===== config.mk =====
export PLATFORM = sky130hd
export DESIGN_NAME = cmp_sort_ctrl
export DESIGN_NICKNAME = d
export VERILOG_FILES = /design/src/rtl/cmp_sort_ctrl.sv
export SDC_FILE = /design/constraint.sdc
export NUM_CORES = 1
export LEC_CHECK = 0
export ABC_AREA = 1
export CAP_MARGIN = 20
export CORE_MARGIN = 2
export CORE_UTILIZATION = 40
export DETAILED_ROUTE_END_ITERATION = 6
export SYNTH_ARGS = -nofsm -noshare
export SYNTH_HDL_FRONTEND = slang
export SYNTH_SLANG_ARGS = --single-unit

===== constraint.sdc =====
create_clock -name clk -period 2.2 [get_ports clk]
set_input_delay 0.44 -clock clk [delete_from_list [all_inputs] [get_ports clk]]
set_output_delay 0.44 -clock clk [all_outputs]
set_load 0.05 [all_outputs]

===== src/rtl/cmp_sort_ctrl.sv =====
// rtl/cmp_sort_ctrl.sv - block bubble sorter sharing one magnitude comparator (SORT_DESC_EN selects descending order)
module cmp_sort_ctrl #(
    parameter int W     = 3,
    parameter int DEPTH = 4
) (
    input  logic         clk,
    input  logic         rst,
    input  logic         in_valid,
    input  logic [W-1:0] in_data,
    output logic         in_ready,
    output logic         out_valid,
    output logic [W-1:0] out_data,
    input  logic         out_ready,
    output logic         busy,
    output logic         sort_done
);
    localparam int IW = (DEPTH > 2) ? $clog2(DEPTH) : 1;
    localparam logic [IW-1:0] LAST_IDX = IW'(DEPTH - 1);
    localparam logic [IW-1:0] LAST_POS = IW'(DEPTH - 2);

    typedef enum logic [1:0] {ST_LOAD, ST_SORT, ST_DRAIN} state_t;

    state_t        state_q, state_d;
    logic [IW-1:0] wr_idx_q, wr_idx_d;
    logic [IW-1:0] rd_idx_q, rd_idx_d;
    logic [IW-1:0] pass_q, pass_d;
    logic [IW-1:0] pos_q, pos_d;
    logic [W-1:0]  mem_q [DEPTH];
    logic [W-1:0]  mem_d [DEPTH];

    logic [W-1:0]  cmp_a, cmp_b;
    logic          do_swap;

    always_comb begin
        cmp_a = mem_q[pos_q];
        cmp_b = mem_q[pos_q + IW'(1)];
`ifdef SORT_DESC_EN
        do_swap = cmp_a < cmp_b;
`else
        do_swap = cmp_a > cmp_b;
`endif
    end

    always_comb begin
        state_d   = state_q;
        wr_idx_d  = wr_idx_q;
        rd_idx_d  = rd_idx_q;
        pass_d    = pass_q;
        pos_d     = pos_q;
        mem_d     = mem_q;
        in_ready  = 1'b0;
        out_valid = 1'b0;
        out_data  = '0;
        busy      = 1'b0;
        sort_done = 1'b0;

        case (state_q)
            ST_LOAD: begin
                in_ready = !rst;
                if (in_valid) begin
                    mem_d[wr_idx_q] = in_data;
                    if (wr_idx_q == LAST_IDX) begin
                        wr_idx_d = '0;
                        state_d  = ST_SORT;
                    end else begin
                        wr_idx_d = wr_idx_q + IW'(1);
                    end
                end
            end
            ST_SORT: begin
                busy = !rst;
                // Fixed schedule: every pass walks all adjacent pairs, no early exit.
                if (do_swap) begin
                    mem_d[pos_q]          = cmp_b;
                    mem_d[pos_q + IW'(1)] = cmp_a;
                end
                if (pos_q == LAST_POS) begin
                    pos_d = '0;
                    if (pass_q == LAST_POS) begin
                        sort_done = !rst;
                        pass_d    = '0;
                        rd_idx_d  = '0;
                        state_d   = ST_DRAIN;
                    end else begin
                        pass_d = pass_q + IW'(1);
                    end
                end else begin
                    pos_d = pos_q + IW'(1);
                end
            end
            ST_DRAIN: begin
                out_valid = !rst;
                out_data  = rst ? '0 : mem_q[rd_idx_q];
                if (out_ready) begin
                    if (rd_idx_q == LAST_IDX) begin
                        rd_idx_d = '0;
                        state_d  = ST_LOAD;
                    end else begin
                        rd_idx_d = rd_idx_q + IW'(1);
                    end
                end
            end
            default: state_d = ST_LOAD;
        endcase
    end

    always_ff @(posedge clk) begin
        if (rst) begin
            state_q  <= ST_LOAD;
            wr_idx_q <= '0;
            rd_idx_q <= '0;
            pass_q   <= '0;
            pos_q    <= '0;
            for (int i = 0; i < DEPTH; i++) begin
                mem_q[i] <= '0;
            end
        end else begin
            state_q  <= state_d;
            wr_idx_q <= wr_idx_d;
            rd_idx_q <= rd_idx_d;
            pass_q   <= pass_d;
            pos_q    <= pos_d;
            mem_q    <= mem_d;
        end
    end
endmodule


=== Yosys cells after proc, flatten, opt, wreduce, memory -nomap -nowiden ===
Cells that the tools add are included.

* Register bits: 22
* Bits in latches: 0
* Bits in writable memories: 0
* ROM bits: 0
* Input bits: 7
* Output and inout bits: 7
* Word-level logic and storage cells: 94
* Memories: 0

* Add/subtract/negate cells: 4
* Multiply operators: 0
* Div/mod/pow operators: 0
* $lt $le $gt $ge: 8
* Equal/unequal tests: 13
* Shift operators: 0
* Multiplexer cells: 44
* Bitwise operators: 4
* Reductions and logical operators: 12

{| class="wikitable"
|+ Operators by type and width
! operator !! number
|-
| $bwmux 12 || 3
|-
| $mux 3 || 11
|-
| $mux 2 || 13
|-
| $mux 12 || 2
|-
| $pmux 12 s2 || 1
|-
| $bmux 3 s2 || 3
|-
| $demux 3 s2 || 3
|-
| $ne 2x2->1 const B || 7
|-
| $ge 3x3->1 const B || 4
|-
| $not 2->3 || 4
|-
| $eq 2x2->1 const B || 5
|-
| $lt 3x1->1 const B || 3
|-
| $add 2x1->2 const B || 4
|-
| $mux 1 || 6
|-
| $pmux 2 s3 || 1
|-
| $reduce_and 6->1 || 1
|-
| $pmux 2 s2 || 1
|-
| $reduce_and 2->1 || 2
|-
| $reduce_and 4->1 || 1
|-
| $reduce_bool 2->1 || 2
|-
| $gt 3x3->1 || 1
|-
| $logic_and 1x1->1 || 3
|-
| $reduce_and 3->1 || 1
|-
| $eq 2x1->1 const B || 1
|-
| other kinds (2) || 2
|}

=== Logic depth before layout (Yosys ltp) ===
Gate-level depths: netlist of run 1.

* Word-level depth: 9
* Depth in mapped cells: 16
* Depth with buffers taken out: 15

=== Worst setup path after synthesis of run 1 ===
Ideal clock, no wire load.

* Path kind: input port to output port
* Start: in rst
* End: out out_data[0]
* Arrival: 2294 ps
* Required time: 1760 ps
* Slack: -534 ps
* Stages on the path: 4
* Path buffers: 1
* Path through: clkbuf_1 > nor2_1 > inv_1 > a21oi_1

* Cells in the longest elaborated chain, start to end: 2

{| class="wikitable"
|+ Ends and longest elaborated chain
! what !! RTL line !! source
|-
| start: declaration || 7 || <nowiki>input logic rst,</nowiki>
|-
| $mux 3 || 93 || <nowiki>out_data = rst ? '0 : mem_q[rd_idx_q];</nowiki>
|-
| $mux 3 || 57 || <nowiki>case (state_q)</nowiki>
|-
| end: declaration || 12 || <nowiki>output logic [W-1:0] out_data,</nowiki>
|}

Every way passes these cells.

=== Worst setup path after layout of run 1 ===
* Start: reg pos_q[0]
* End: out sort_done

* Cells in the longest elaborated chain, start to end: 3

{| class="wikitable"
|+ Ends and longest elaborated chain
! what !! RTL line !! source
|-
| start: declaration || 27 || <nowiki>logic [IW-1:0] pos_q, pos_d;</nowiki>
|-
| start signal: assignment || 122 || <nowiki>pos_q <= pos_d;</nowiki>
|-
| $eq 2x2->1 || 77 || <nowiki>if (pos_q == LAST_POS) begin</nowiki>
|-
| $mux 1 || 77 ||
|-
| $mux 1 || 57 ||
|-
| end: declaration || 15 || <nowiki>output logic sort_done</nowiki>
|}

Every way passes these cells.

==> results of run 1 <==
-- final timing paths --
path	startpoint	endpoint
worst max-delay path	pos_q[0]	sort_done
worst min-delay path	pass_q[1]	pass_q[1]
worst max register to register	pos_q[0]	mem_q[11]
worst min register to register	pass_q[1]	pass_q[1]
-- tightest hold or removal path: cells and delay by family (launching register included) --
| family | cells | cell delay, ns |
|---|---|---|
| flip-flops | 1 | 0.32 |
| buffers and inverters | 1 | 0.08 |
| AO/OA/AOI/OAI | 1 | 0.07 |
-- through the flow --
| step | instances | power (W) | cell area (µm²) | setup slack [ns] | hold WS (ns) |
|---|---|---|---|---|---|
| floorplan | 304 | 0.000642 | 1830 | 0.0271 | 0.473 |
| finish | 386 | 0.00117 | 2400 | 0.133 | 0.513 |
| global route | 386 | 0.00124 | 2400 | -0.0135 | 0.563 |
| detailed placement | 381 | 0.000742 | 2190 | 0.0615 | 0.495 |
| global placement | 381 | 0.000738 | 2190 | 0.0606 | 0.488 |
| CTS | 386 | 0.00114 | 2280 | -0.00619 | 0.511 |
-- synthesized netlist by cell type, types with 2 or more instances --
| cell | count |
|---|---|
| nand2_1 | 74 |
| nand3_1 | 52 |
| nor2_1 | 46 |
| inv_1 | 35 |
| dfxtp_1 | 22 |
| a21oi_1 | 21 |
| o21ai_0 | 13 |
| ha_1 | 12 |
| nand2_2 | 6 |
| a211oi_1 | 3 |
| and2_1 | 3 |
| buf_2 | 3 |
| nor2_2 | 2 |
| nor3_1 | 2 |
| o21ai_1 | 2 |
-- layout by cell type (no fill, tap or decap), types with 3 or more instances in the layout --
cell	instances
and2_4	3
dfxtp_1	20
nand3_1	46
nor2_2	8
o21ai_0	13
ha_4	3
ha_1	9
buf_4	17
a21oi_2	5
inv_1	31
clkdlybuf4s50_1	5
clkbuf_8	3
inv_2	4
nand2_4	4
nor2_1	38
a211oi_1	3
a21oi_1	17
nand2_2	6
nand3_2	6
nor2_4	3
nand2_1	70
buf_12	7
-- power by group through the flow --
stage	clock (W)	sequential (W)	combinational, W
2_1_floorplan	0	0.000445	0.000197
3_3_place_gp	0	0.000450	0.000288
3_5_place_dp	0	0.000451	0.000291
4_1_cts	0.000399	0.000441	0.000296
5_1_grt	0.000415	0.000445	0.000378
6_report	0.000389	0.000442	0.000336
-- layer usage --
layer / part of all wire, % / GRT usage [%] / wire [µm]
met1: 43 / 25.0 / 2230
met2: 50 / 39.1 / 2590
met3: 4.3 / 3.56 / 223
met4: 2.1 / 6.08 / 108
met5: 0 / 0 / 0
-- registers in the layout, indices dropped and copies added (netlist names) --
| register | count |
|---|---|
| mem_q | 12 |
| pass_q | 2 |
| pos_q | 2 |
| rd_idx_q | 2 |
| state_q | 2 |
| wr_idx_q | 2 |
-- final cells by class --
| type | instances | area, µm² | area share, % |
|---|---|---|---|
| clock buffers | 3 | 41.3 | 1.72 |
| flip-flops and latches | 22 | 443 | 18.4 |
| multi-input cells | 240 | 1330 | 55.4 |
| inverters | 36 | 138 | 5.73 |
| clock inverters | 1 | 30.0 | 1.25 |
| well taps | 52 | 65.1 | 2.71 |
| repair buffers | 32 | 353 | 14.7 |
-- logic make-up after synthesis --
family / after synthesis
flops: 22
buf+inv: 42
compound gates: 41
fa+ha+maj: 12
simple gates: 187
-- what timing repair did --
action / in CTS / in global routing
resized for setup: 3 / 33
pin swaps: 1 / 4
endpoints found under the hold margin: 0 / 0
setup endpoints to repair: 1 / 14
buffers inserted: 1 / 0
==> flow_summary.ini, run 1 <==
[yosys]
yosysTopAreaCellShare_pct = 24.6
synth.avg_cell_area_um2 = 5.89
netlist_instances = 304
synth-xor-area-share_pct = 0
synth_top_family_by_area = simple AND/OR/NAND/NOR gates
synthMuxAreaShare_pct = 0
synth_edf_count = 0
synth_fa_ha_area_share_pct = 8.39
yosys_warnings = 0
ys_ff_latch = 22
ys_types = 23
yosysSeqAreaShare_pct = 24.6
yosysTopAreaCell = dfxtp_1
synth_area_um2 = 1790
synth-simple-area-share_pct = 45.1
yosys_most_used_dff = dfxtp_1
synth_compound_area_share_pct = 12.2
synth_fp_nets = 323
synthArstFlopShare_pct = 0
synth_area_leaders = dfxtp_1 25%, nand2_1 16%, nand3_1 15%, nor2_1 9.6%, ha_1 8.4%

[outcome]
status = finished, final reports clean

[clock_tree]
clock_path_buffers = 2
cts_sinks = 22
cts_hold_buf = 0
path_clk_slew_ns = 0.09
root_buffer = clkbuf_8
tritoncts = built
insertion_delay_ns = 0.27
cts_inserted_buffers = 3
cts.htree.levels = 1

[sta]
hold_viol = 0
slew_violations = 0
relSlewSlack_pct = 74.1
finalCriticalPeriod_ns = 2.07
max_freq_ghz = 0.484
setup_tns_ns = 0
rsz0062_at_grt = true
post-route-period-util_pct = 94.0
setup_viol = 0
worst_pin_slew_ns = 0.388
skew_ns = 0.00163

[pwr]
swShare_pct = 31.0
cell_internal_pwr_w = 0.000806
pwr-share-comb_pct = 28.8
power_frac_clock_pct = 33.4
switchingPower_w = 0.000361
seq_power_share_pct = 37.8
p_leak_nw = 1.08
ir_drop_mv = 0.328
cellPowerDensity_nw_per_um2 = 486

[critical_path]
cp_max_fo = 5
crit_chain = inv_2 > buf_6 > ha_1 > inv_1 > nand2_1 > o21ai_2 > inv_1 > nand2_2 > nor2_4 > buf_12
cpMaxStageDelayCell = dfxtp_2
crit_type = register to output pin
r2r_slack_ns = 0.19
crit_family = buffers and inverters
crit_buf_inv = 5
required_ns = 1.76
max_stage_delay_ns = 0.33
rr_worst_depth = 14
cp-end-kind = output pin
cp_common_cell = inv_1
crit_arrival_ns = 1.63
cp.depth = 10
cp-start-kind = register

[route]
ant_nets = 0
drc = 0
routed_via_density = 5.19
wirelength_um = 5150
drtIter0Drc = 157
wl_per_cell_um = 13.3
via_count = 2002
dr.pass1.iters = 4

[die]
dieWidth_um = 70.9
initial_core_util_pct = 41.4
fp-row-count = 24
chipHeight_um = 70.9
io_pins = 14
die_area_um2 = 5030
fp.coreArea_um2 = 4320

[placement]
io_buffers = 13
gp_congestion = 0.879
hpwl_um = 4170

[job]
drv_cap = 0

[global_route]
track_usage_pct = 21.2
antenna_found_initial = 0
grt_pass1_wl_um = 8470
overflow = 0
grt_max_degree = 15
grt_pass1_vias = 1856

[layout]
final_util_pct = 55.5
antenna_cells = 0
drive_gt1_share_pct = 22.8
n_fill_cell = 448
area_delta_synth_final_pct = 34.1
fin_nets = 354

[worst_hold_path]
hold_path_depth = 2
hp-class = register to register
Note: power is estimated with default switching activity, not from simulation.
==> run 2: changes to the inputs <==
--- a/config.mk
+++ b/config.mk
@@ -7,9 +7,9 @@
 export LEC_CHECK = 0
 export ABC_AREA = 1
 export CAP_MARGIN = 20
-export CORE_MARGIN = 2
 export CORE_UTILIZATION = 40
 export DETAILED_ROUTE_END_ITERATION = 6
+export MAX_ROUTING_LAYER = met4
 export SYNTH_ARGS = -nofsm -noshare
 export SYNTH_HDL_FRONTEND = slang
 export SYNTH_SLANG_ARGS = --single-unit
==> run 2 against run 1 <==
Effect of this change:
- clock power grew 2%
- sequential power about the same
- sequential share of layout area is 0.18 points higher
- clock skew is essentially flat
- non-clock buffer count rose by 1
- routed wire length rose by 4.3%
- combinational power hardly changed
- critical endpoint is now mem_q[10]
- highest routed layer unchanged
==> flow_summary.ini, run 2 (same netlist as run 1, synthesis figures left out) <==
[outcome]
status = finished, final reports clean

[worst_hold_path]
min-delay-start = pass_q[1]
hp-class = register to register
hold_path_depth = 2

[clock_tree]
cts_sinks = 22
tritoncts = built
path_clk_slew_ns = 0.09
cts_hold_buf = 0
insertion_delay_ns = 0.27
clock_path_buffers = 2
cts_inserted_buffers = 3
root_buffer = clkbuf_8
cts.htree.levels = 1

[global_route]
overflow = 0
grt_pass1_wl_um = 8420
antenna_found_initial = 0
track_usage_pct = 25.0
grt_pass1_vias = 1720
grt_max_degree = 15

[layout]
antenna_cells = 0
fin_nets = 355
final_cell_mix = 73 x nand2_1, 49 x nand3_1, 37 x nor2_1, 33 x inv_1, 20 x dfxtp_1
area_delta_synth_final_pct = 32.8
largest_reg_flops = 12
final_cells = 385
layout_commonest_cell = nand2_1
final_area_um2 = 2380
largest-register = mem_q
drive_gt1_share_pct = 20.0

[critical_path]
crit_arrival_ns = 2.27
required_ns = 2.38
cp-end-kind = register
rr_worst_depth = 14
cp-startpoint = pos_q[1]
cp-start-kind = register
crit_type = register to register
worstReg2RegStart = pos_q[1]
cp_max_fo = 7

[placement]
post-place-ws_ns = 0.0846
io_buffers = 13
dp_cells = 380
hpwl_um = 4080
placed_area_um2 = 2200
gp_congestion = 0.950

[route]
via_count = 2026
routed_via_density = 5.26
drc = 0
wirelength_um = 5370
wl_per_cell_um = 14.0
drtIter0Drc = 249
ant_nets = 0
dr.pass1.iters = 6

[sta]
slew_violations = 0
skew_ns = 0.00140
worst_slack_ns = 0.109
setup_viol = 0
timing.hold.ws_ns = 0.508
max_freq_ghz = 0.478
relSlewSlack_pct = 70.1
post-route-period-util_pct = 95.0
hold_viol = 0
worst_pin_slew_ns = 0.446
finalCriticalPeriod_ns = 2.09

[die]
fp.coreArea_um2 = 4140
initial_core_util_pct = 43.2
die_area_um2 = 4750
dieWidth_um = 68.9
fp-row-count = 23
chipHeight_um = 68.9
io_pins = 14

[pwr]
cellPowerDensity_nw_per_um2 = 493
p_leak_nw = 1.06
ir_drop_mv = 0.283
power_w = 0.00117

[job]
drv_cap = 0
## run 2: cell types whose count changed in the layout (fill, tap and decap cells not counted), sizes merged
cell / change
dlymetal6s2s: -1
buf: +1
clkdlybuf4s50: +1
## run 2: power by group
group,leakage [nW],total (W),switching [W],internal [W]
Sequential,0.180,0.000444,0.0000234,0.000420
Combinational,0.845,0.000333,0.000195,0.000138
Clock,0.0357,0.000396,0.000153,0.000244
## run 2: critical path, cell delays in order (launching register included)
cell,delay (ns)
dfxtp_2,0.33
inv_1,0.11
ha_4,0.23
inv_2,0.08
nand3_2,0.09
and2_4,0.18
ha_1,0.27
nand3_1,0.07
nand2_1,0.05
inv_1,0.05
nand2_1,0.08
nand2_4,0.16
nand3_1,0.11
nor2_2,0.15
nor2_1,0.05
## run 2: per-stage QoR
stage / TNS, ns / util (%)
3_5_place_dp: 0 / 53.0
6_report: 0 / 57.4
4_1_cts: 0 / 55.0
3_3_place_gp: 0 / 53.0
5_1_grt: -0.0456 / 57.4
2_1_floorplan: 0 / -
## run 2: cell type report
cell class / count / area, µm²
Clock buffer: 3 / 41.3
Clock inverter: 1 / 30.0
Fill cell: 405 / 1770
Inverter: 36 / 135
Multi-Input combinational cell: 240 / 1310
Sequential cell: 22 / 443
Tap cell: 50 / 62.6
Timing Repair Buffer: 33 / 358
## run 2: what timing repair did
action                                 in CTS  in global routing
buffers inserted                            1                  0
endpoints found under the hold margin       0                  0
resized for setup                           2                 24
pin swaps                                   1                  5
cloned                                      0                  0
setup endpoints to repair                   1                 13
## run 2: metal layers
metal | part of all wire, % | global-route usage [%] | wire length, µm | vias to the layer above
met1 | 49 | 35.1 | 2640 | 893
met4 | 1.4 | 6.38 | 76 | 0
met2 | 44 | 37.1 | 2340 | 77
met5 | 0 | - | 0 | -
met3 | 5.8 | 3.78 | 312 | 9
li1 | - | - | - | 1047
## run 2: worst paths after layout
check	end	slack [ns]
min reg2reg	pass_q[1]	0.51
max	mem_q[10]	0.11
min	pass_q[1]	0.51
max reg2reg	mem_q[10]	0.11
==> run 3: changes to the inputs <==
--- a/config.mk
+++ b/config.mk
@@ -10,6 +10,7 @@
 export CORE_UTILIZATION = 40
 export DETAILED_ROUTE_END_ITERATION = 6
 export MAX_ROUTING_LAYER = met4
+export PLACE_DENSITY_LB_ADDON = 0.15
 export SYNTH_ARGS = -nofsm -noshare
 export SYNTH_HDL_FRONTEND = slang
 export SYNTH_SLANG_ARGS = --single-unit
==> run 3 against run 2 <==
Effect of this change:
- die area is the same
- final cell count grew 0.52%
- clock-buffer cell count is the same
- register-to-register slack gained 0.04 ns
- worst hold slack lost 0.00052 ns
- final area shrank 1.1%
- power shrank 1.3%
- routed wire length grew 2.0%
- via count is essentially flat
- clock power shrank 3%
- worst setup slack gained 0.0020 ns
==> flow_summary.ini, run 3 (same netlist as run 1, synthesis figures left out) <==
[outcome]
status = finished, final reports clean

[die]
fp-row-count = 23
fp.coreArea_um2 = 4140
dieWidth_um = 68.9
io_pins = 14
die_area_um2 = 4750
chipHeight_um = 68.9
initial_core_util_pct = 43.2

[global_route]
overflow = 0
grt_pass1_wl_um = 8910
grt_max_degree = 15
antenna_found_initial = 0
grt_pass1_vias = 1828
track_usage_pct = 26.8

[critical_path]
cp-end-kind = output pin
crit_chain = clkdlybuf4s50_1 > nor2_4 > inv_1 > a21oi_2 > buf_12
crit_type = primary input to output pin
max_stage_delay_ns = 0.56
cpMaxStageDelayCell = clkdlybuf4s50_1
cp_max_fo = 7
required_ns = 1.76
crit_arrival_ns = 1.65
cp-start-kind = primary input

[worst_hold_path]
hp-class = register to register

[route]
drtIter0Drc = 138
routed_via_density = 5.23
dr.pass1.iters = 4
drc = 0
wirelength_um = 5480
wl_per_cell_um = 14.2
via_count = 2025
ant_nets = 0

[sta]
finalCriticalPeriod_ns = 2.09
skew_ns = 0.00269
setup_viol = 0
worst_slack_ns = 0.111
setup_tns_ns = 0
max_freq_ghz = 0.479
hold_viol = 0
post-route-period-util_pct = 95.0
rsz0062_at_grt = false
slew_violations = 0
worst_pin_slew_ns = 0.356
relSlewSlack_pct = 76.1

[job]
drv_cap = 0

[pwr]
switchingPower_w = 0.000357
ir_drop_mv = 0.286
pwr-share-comb_pct = 28.4
power_frac_clock_pct = 33.3
p_leak_nw = 1.06
cellPowerDensity_nw_per_um2 = 492
seq_power_share_pct = 38.2
power_w = 0.00116
cell_internal_pwr_w = 0.000800
swShare_pct = 30.8

[clock_tree]
cts_inserted_buffers = 3
tritoncts = built
path_clk_slew_ns = 0.09
cts_hold_buf = 0
cts_sinks = 22
insertion_delay_ns = 0.27
root_buffer = clkbuf_8
cts.htree.levels = 1
clock_path_buffers = 2

[placement]
gp_congestion = 0.932
hpwl_um = 4390
post-place-ws_ns = 0.0276
placed_area_um2 = 2210
io_buffers = 13

[layout]
largest_reg_flops = 12
final_cell_mix = 72 x nand2_1, 50 x nand3_1, 43 x nor2_1, 33 x inv_1, 22 x buf_4
multi_input_area_um2 = 1270
final_area_um2 = 2350
final_util_pct = 56.7
n_fill_cell = 424
layout_commonest_cell = nand2_1
fin_nets = 357
largest-register = mem_q
drive_gt1_share_pct = 18.4
area_delta_synth_final_pct = 31.3
antenna_cells = 0
regArea_um2 = 442
[run 3: per-layer routing]
metal  track usage [%]  wire, µm
met5                 -         0
met4              9.18       127
met3              4.77       326
met2              39.8      2380
met1              36.3      2640
[run 3: worst max-delay path, delay by kind of cell]
family | cells | cell delay [ns]
simple gates | 1 | 0.22
compound gates | 1 | 0.17
buf+inv | 3 | 0.83
[run 3: path summary, 6_finish.rpt]
check / to / cells past startpoint / start / slack, ns
setup / recovery: out_data[1] / 5 / rst / 0.11
hold / removal: pass_q[1] / 2 / pass_q[1] / 0.51
setup reg to reg: mem_q[0] / 14 / pos_q[0] / 0.15
hold reg to reg: pass_q[1] / 2 / pass_q[1] / 0.51
[run 3: power groups by stage]
stage | logic, W | clock network (W) | registers [W]
3_5_place_dp | 0.000298 | 0 | 0.000451
5_1_grt | 0.000370 | 0.000410 | 0.000446
6_report | 0.000329 | 0.000386 | 0.000443
4_1_cts | 0.000301 | 0.000393 | 0.000442
3_3_place_gp | 0.000298 | 0 | 0.000452
2_1_floorplan | 0.000197 | 0 | 0.000445
[run 3: layout make-up]
| type | instances | share of cell area, % |
|---|---|---|
| clock buffer | 3 | 1.76 |
| clock inverter | 1 | 1.28 |
| inverter | 36 | 5.75 |
| multi-input combinational | 240 | 54.2 |
| sequential | 22 | 18.8 |
| tap | 50 | 2.66 |
| timing repair buffer | 35 | 15.5 |
[run 3: through the flow]
step | instances | hold WS, ns
detailed placement | 382 | 0.496
global placement | 382 | 0.497
CTS | 387 | 0.512
floorplan | 304 | 0.473
global route | 387 | 0.548
finish | 387 | 0.508
[run 3: what timing repair did]
| action | CTS | global route |
|---|---|---|
| setup buffers | 1 | 0 |
| endpoints found under the setup margin | 1 | 13 |
| pin swaps | 1 | 2 |
| gates resized for setup | 0 | 15 |
